### src/rtl/wb_bus_arbiter.sv
// wb_bus_arbiter: shares one Wishbone B3 classic master port between the
// instruction-fetch (IF) and data-access (MEM) requesters of the MIPS32 core.
// MEM has fixed priority. Returned data is held in registers until the
// requesting stage advances. Flushes, slave errors and hung slaves are
// handled without leaving the bus open.
//
// Ports:
//   clk, rst                 clock, synchronous active-high reset
//   stall_i[5:0], flush_i    pipeline stall vector (bit1 IF, bit4 MEM), flush
//   if_ce_i, if_addr_i       fetch request and address
//   if_data_o                fetched instruction (registered)
//   stall_req_if             IF stall request (combinational)
//   mem_ce_i, mem_we_i, mem_sel_i, mem_addr_i, mem_data_i
//                            data request, write enable, byte enables, address, store data
//   mem_data_o               load data (registered)
//   stall_req_mem            MEM stall request (combinational)
//   wb_cyc_o .. wb_dat_o     registered Wishbone master outputs
//   wb_dat_i, wb_ack_i, wb_err_i  Wishbone slave response
//   bus_err_o                one-cycle pulse on slave error or timeout
module wb_bus_arbiter #(
  parameter int unsigned TIMEOUT = 255
) (
  input  logic        clk,
  input  logic        rst,
  input  logic [5:0]  stall_i,
  input  logic        flush_i,
  input  logic        if_ce_i,
  input  logic [31:0] if_addr_i,
  output logic [31:0] if_data_o,
  output logic        stall_req_if,
  input  logic        mem_ce_i,
  input  logic        mem_we_i,
  input  logic [3:0]  mem_sel_i,
  input  logic [31:0] mem_addr_i,
  input  logic [31:0] mem_data_i,
  output logic [31:0] mem_data_o,
  output logic        stall_req_mem,
  output logic        wb_cyc_o,
  output logic        wb_stb_o,
  output logic        wb_we_o,
  output logic [3:0]  wb_sel_o,
  output logic [31:0] wb_adr_o,
  output logic [31:0] wb_dat_o,
  input  logic [31:0] wb_dat_i,
  input  logic        wb_ack_i,
  input  logic        wb_err_i,
  output logic        bus_err_o
);

  localparam int unsigned AW  = 32;
  localparam int unsigned DW  = 32;
  localparam int unsigned SW  = 4;
  localparam int unsigned CW  = 8;
  localparam logic        OWN_IF  = 1'b0;
  localparam logic        OWN_MEM = 1'b1;

  typedef enum logic {S_IDLE, S_BUSY} state_e;

  state_e          state_q, state_d;
  logic            owner_q, owner_d;
  logic            if_done_q, if_done_d;
  logic            mem_done_q, mem_done_d;
  logic            discard_q, discard_d;
  logic [CW-1:0]   cnt_q, cnt_d;
  logic            cyc_q, cyc_d;
  logic            stb_q, stb_d;
  logic            we_q, we_d;
  logic [SW-1:0]   sel_q, sel_d;
  logic [AW-1:0]   adr_q, adr_d;
  logic [DW-1:0]   dat_q, dat_d;
  logic [DW-1:0]   if_data_q, if_data_d;
  logic [DW-1:0]   mem_data_q, mem_data_d;
  logic            bus_err_q, bus_err_d;

  logic if_pend_c, mem_pend_c, start_c, timeout_c, term_c, fail_c, drop_c;

  // Only the IF and MEM stall bits matter here.
  logic unused_stall_c;
  assign unused_stall_c = ^{stall_i[5], stall_i[3:2], stall_i[0]};

  assign if_pend_c  = if_ce_i & ~if_done_q;
  assign mem_pend_c = mem_ce_i & ~mem_done_q;
  assign start_c    = (state_q == S_IDLE) & ~flush_i & (if_pend_c | mem_pend_c);
  assign timeout_c  = (cnt_q == CW'(TIMEOUT - 1));
  assign term_c     = (state_q == S_BUSY) & (wb_ack_i | wb_err_i | timeout_c);
  // err wins over a simultaneous ack; no ack at termination means timeout
  assign fail_c     = wb_err_i | ~wb_ack_i;
  // a flush in the terminating clock discards the result just like an earlier one
  assign drop_c     = discard_q | flush_i;

  // State and datapath registers
  always_ff @(posedge clk) begin
    if (rst) begin
      state_q    <= S_IDLE;
      owner_q    <= OWN_IF;
      if_done_q  <= 1'b0;
      mem_done_q <= 1'b0;
      discard_q  <= 1'b0;
      cnt_q      <= '0;
      cyc_q      <= 1'b0;
      stb_q      <= 1'b0;
      we_q       <= 1'b0;
      sel_q      <= '0;
      adr_q      <= '0;
      dat_q      <= '0;
      if_data_q  <= '0;
      mem_data_q <= '0;
      bus_err_q  <= 1'b0;
    end else begin
      state_q    <= state_d;
      owner_q    <= owner_d;
      if_done_q  <= if_done_d;
      mem_done_q <= mem_done_d;
      discard_q  <= discard_d;
      cnt_q      <= cnt_d;
      cyc_q      <= cyc_d;
      stb_q      <= stb_d;
      we_q       <= we_d;
      sel_q      <= sel_d;
      adr_q      <= adr_d;
      dat_q      <= dat_d;
      if_data_q  <= if_data_d;
      mem_data_q <= mem_data_d;
      bus_err_q  <= bus_err_d;
    end
  end

  // Next-state logic
  always_comb begin
    state_d = state_q;
    unique case (state_q)
      S_IDLE: if (start_c) state_d = S_BUSY;
      S_BUSY: if (term_c)  state_d = S_IDLE;
      default:             state_d = S_IDLE;
    endcase
  end

  // Bus outputs, counter, done flags and data registers
  always_comb begin
    owner_d    = owner_q;
    if_done_d  = if_done_q;
    mem_done_d = mem_done_q;
    discard_d  = discard_q;
    cnt_d      = cnt_q;
    cyc_d      = cyc_q;
    stb_d      = stb_q;
    we_d       = we_q;
    sel_d      = sel_q;
    adr_d      = adr_q;
    dat_d      = dat_q;
    if_data_d  = if_data_q;
    mem_data_d = mem_data_q;
    bus_err_d  = 1'b0;

    // done holds while the stage is stalled so data survives foreign stalls
    if (if_done_q && !stall_i[1])  if_done_d  = 1'b0;
    if (mem_done_q && !stall_i[4]) mem_done_d = 1'b0;
    if (flush_i) begin
      if_done_d  = 1'b0;
      mem_done_d = 1'b0;
    end

    if (start_c) begin
      owner_d = mem_pend_c ? OWN_MEM : OWN_IF;
      cnt_d   = '0;
      cyc_d   = 1'b1;
      stb_d   = 1'b1;
      if (mem_pend_c) begin
        adr_d = mem_addr_i;
        sel_d = mem_sel_i;
        we_d  = mem_we_i;
        dat_d = mem_data_i;
      end else begin
        adr_d = if_addr_i;
        sel_d = '1;
        we_d  = 1'b0;
        dat_d = '0;
      end
    end

    if (state_q == S_BUSY) begin
      cnt_d = cnt_q + CW'(1);
      if (flush_i) discard_d = 1'b1;
    end

    if (term_c) begin
      cnt_d     = '0;
      cyc_d     = 1'b0;
      stb_d     = 1'b0;
      we_d      = 1'b0;
      sel_d     = '0;
      adr_d     = '0;
      dat_d     = '0;
      discard_d = 1'b0;
      bus_err_d = fail_c;
      if (!drop_c) begin
        if (owner_q == OWN_MEM) begin
          mem_done_d = 1'b1;
          if (fail_c)     mem_data_d = '0;
          else if (!we_q) mem_data_d = wb_dat_i;
        end else begin
          if_done_d = 1'b1;
          if_data_d = fail_c ? '0 : wb_dat_i;
        end
      end
    end
  end

  assign stall_req_if  = ~rst & if_ce_i & ~if_done_q;
  assign stall_req_mem = ~rst & mem_ce_i & ~mem_done_q;

  assign wb_cyc_o   = cyc_q;
  assign wb_stb_o   = stb_q;
  assign wb_we_o    = we_q;
  assign wb_sel_o   = sel_q;
  assign wb_adr_o   = adr_q;
  assign wb_dat_o   = dat_q;
  assign if_data_o  = if_data_q;
  assign mem_data_o = mem_data_q;
  assign bus_err_o  = bus_err_q;

endmodule
### config.mk
export PLATFORM = sky130hd
export DESIGN_NAME = wb_bus_arbiter
export DESIGN_NICKNAME = d
export VERILOG_FILES = /design/src/rtl/wb_bus_arbiter.sv
export SDC_FILE = /design/constraint.sdc
export NUM_CORES = 1
export LEC_CHECK = 0
export BUFFER_PORTS_ARGS = -buffer_cell sky130_fd_sc_hd__buf_2
export CAP_MARGIN = 20
export CORE_ASPECT_RATIO = 1.75
export CORE_UTILIZATION = 46
export DETAILED_ROUTE_END_ITERATION = 10
export GPL_ROUTABILITY_DRIVEN = 0
export PLACE_DENSITY_LB_ADDON = 0.15
export SETUP_SLACK_MARGIN = 0.15
export SKIP_LAST_GASP = 1
export SLEW_MARGIN = 10
export SYNTH_ARGS = -nofsm -noshare
export SYNTH_HDL_FRONTEND = slang
export SYNTH_SLANG_ARGS = --single-unit
### constraint.sdc
create_clock -name clk -period 2.2 [get_ports clk]
set_input_delay 0.33 -clock clk [delete_from_list [all_inputs] [get_ports clk]]
set_output_delay 0.33 -clock clk [all_outputs]
set_load 0.05 [all_outputs]
==> reports/qor.yml <==
status:
  status: "completed"
clock_tree:
  path_clk_slew_ns: 0.06
  cts_num_sinks: 148
  cts_buffers: 17
  clockBufferDepth: 2
  clk_latency_ns: 0.41
  postCtsSetupRepairBufs: 0
  cts_tree: "done"
  cts_root_buf: "clkbuf_16"
  cts_htree_levels: 4
  ctsHoldBuffers: 0
timing:
  post-route-min-period_ns: 1.92
  slew_headroom_pct: 68.2
  setup_tns_ns: 0
  post-route-period-util_pct: 87.5
  max_freq_mhz: 520
  setup_viol: 0
  rsz0062_at_grt: "false"
  skew_ns: 0.0109
  hold_viol_final: 0
  max_slew.worst_pin.slew_ns: 0.477
  drv_slew: 0
logic_synthesis:
  synthFlopType: "dfxtp_1"
  synth_area_sq_mm: 0.00565
  synth_edf_count: 0
  yosysWarnings: 0
  syn_avg_cell_area_sq_um: 9.94
  async_flop_share_pct: 0
  synth.yosys.seq_area_share_pct: 52.5
  ys_types: 38
  ys_ff_latch: 148
  synthCells: 568
  synthesis.nets: 716
floorplan:
  std_cell_rows: 53
  core-area_sq_mm: 0.0120
  top_level_ports: 284
  dieArea_sq_mm: 0.0127
  dieHeight_microns: 149
  die_w_microns: 85.8
  start_util_pct: 47.0
setup_path:
  worstSetupEndpointType: "primary output"
  critPathKind: "reg -> out"
  cp-start-kind: "flip-flop"
  timing.critical_path.to: "stall_req_mem"
  reg2reg_depth: 7
  r2r_end: "if_data_o[6]"
  regToRegSetupSlack_ns: 0.35
  path_max_fanout: 33
  slowest_stage: "dfxtp_1"
  critPathBufInv: 2
  rr_startpoint: "cnt_q[0]"
  cp.required_ns: 1.87
  slowest_delay_ns: 0.35
  critPathArrivalTime_ns: 1.59
  worstSetupPathDepth: 4
  critPathTopFamily: "buffers and inverters"
  crit_start: "mem_done_q"
  worstPathCellList: "nand2b_2 -> buf_8 -> nor2_1 -> clkbuf_4"
power:
  pwr_density_cell_mw_per_mm2: 862
  p_leak_nw: 3.85
  ir_drop_mv: 0.518
drt:
  drc: 0
  wl_microns: 14700
  via_count: 5150
  firstDrtPassIters: 4
  avgRoutedWirePerCell_microns: 14.6
  drt_iter0_drc: 173
  drt-vias-per-instance: 5.11
  drtAntennaViolNets: 0
worst_hold_path:
  whs_path_depth: 2
  hold_class: "in -> reg"
final_layout:
  areaGrowthSynthToFinish_pct: 37.4
  final_cell_mix: "buf_2 (278), dfxtp_1 (148), nor2_1 (81), nand2_1 (67), mux2i_1 (64)"
  final_common_cell: "buf_2"
  nFillCells: 995
  diodes: 0
  final_area_sq_mm: 0.00776
  layout-drive-gt1-share_pct: 39.9
  final_nets: 978
global_route:
  grt_pass1_wl_microns: 22700
  antenna_found_initial: 0
  grt_usage_pct: 22.6
  grt_overflow: 0
  grt_max_degree: 70
  grt_pass1_vias: 4828
placement:
  dp_hpwl_microns: 10700
  dpl_cell_area_sq_mm: 0.00714
  port-buffer-count: 279
job:
  drv_cap: 0
-- cell type report --
class / instances / area [sq um] / share of cell area [%]
Sequential cell: 148 / 2960 / 38.2
Clock buffer: 18 / 429 / 5.53
Clock inverter: 14 / 168 / 2.16
Multi-Input combinational cell: 368 / 2430 / 31.3
Inverter: 4 / 15.0 / 0.194
Timing Repair Buffer: 291 / 1550 / 20.0
Tap cell: 165 / 206 / 2.66
-- logic make-up after synthesis --
family / count (synthesis) / synth area share, %
simple gates: 180 / 13.8
buf+inv: 52 / 4.83
compound gates: 122 / 17.1
fa+ha+maj: 2 / 0.443
flops: 148 / 52.5
mux: 64 / 11.3
-- per-stage QoR --
stage / hold slack [ns] / std cells / utilization, % / setup slack [ns] / power (W)
floorplan: 0.455 / 568 / - / 0.411 / 0.00354
global placement: 0.443 / 974 / 59.2 / 0.295 / 0.00382
detailed placement: 0.451 / 975 / 59.5 / 0.221 / 0.00384
CTS: 0.122 / 1007 / 64.5 / 0.195 / 0.00675
global route: 0.127 / 1008 / 64.6 / 0.159 / 0.00694
finish: 0.144 / 1008 / 64.6 / 0.276 / 0.00668
-- layer usage --
| metal | vias to the layer above | wire length (microns) | share of wire, % | global-route usage [%] |
|---|---|---|---|---|
| met5 | - | 0 | 0 | 0 |
| li1 | 2532 | - | - | - |
| met3 | 20 | 1010 | 6.8 | 6.60 |
| met4 | 0 | 323 | 2.2 | 9.25 |
| met2 | 218 | 7590 | 51 | 39.4 |
| met1 | 2380 | 5830 | 40 | 25.6 |
-- power breakdown --
| part | leakage (nW) | switching [W] | internal [W] |
|---|---|---|---|
| Combinational | 2.37 | 0.000659 | 0.000299 |
| Sequential | 1.20 | 0.0000529 | 0.00278 |
| Clock | 0.286 | 0.00119 | 0.00171 |
| Total | 3.85 | 0.00190 | 0.00478 |
-- flip-flops by register name (all words and copies together), names as in the netlist --
name	count
if_data_o	32
mem_done_q	1
bus_err_o	1
if_done_q	1
wb_adr_o	32
wb_sel_o	4
cnt_q	8
wb_stb_o	1
discard_q	1
owner_q	1
wb_we_o	1
state_q	1
mem_data_o	32
wb_dat_o	32
-- worst reg2reg max path: cells and delay by family, from the launching register on --
family	cells	cell delay, ns
compound gates	1	0.24
mux	1	0.14
buf+inv	2	0.40
simple gates	2	0.47
flops	1	0.33
fa+ha+maj	1	0.14
-- cells in the mapped netlist (2+ instances only) --
cell type	count	area, sq um
dfxtp_1	148	2960
nor2_1	81	304
nand2_1	67	251
mux2i_1	64	641
a22oi_1	33	248
a211oi_1	32	240
a22o_1	32	280
buf_2	26	130
clkbuf_1	14	52.6
a21oi_1	12	60.1
nand3_1	7	35.0
buf_4	4	30.0
buf_6	4	45.0
o22ai_1	4	25.0
inv_1	3	11.3
nand2b_1	3	18.8
nor3_1	3	15.0
or3_1	3	18.8
a31oi_4	2	42.5
and3_1	2	12.5
ha_1	2	25.0
nand3b_1	2	15.0
nand4_1	2	12.5
o211ai_1	2	15.0
or2_0	2	12.5
or2_2	2	12.5
-- what timing repair did --
item                                    4_1_cts  5_1_grt
gates resized for setup                       1        3
endpoints found under the setup margin        1        1
pin swaps                                     0        0
-- how the worst min path moves through the flow --
stage                        from              to
CTS                  wb_dat_i[16]  mem_data_o[16]
global route         wb_dat_i[14]  mem_data_o[14]
floorplan               if_done_q       if_done_q
finish               wb_dat_i[30]  mem_data_o[30]
detailed placement  if_data_o[16]   if_data_o[16]
global placement     if_data_o[1]    if_data_o[1]
Power figures use the tool's default switching activity.
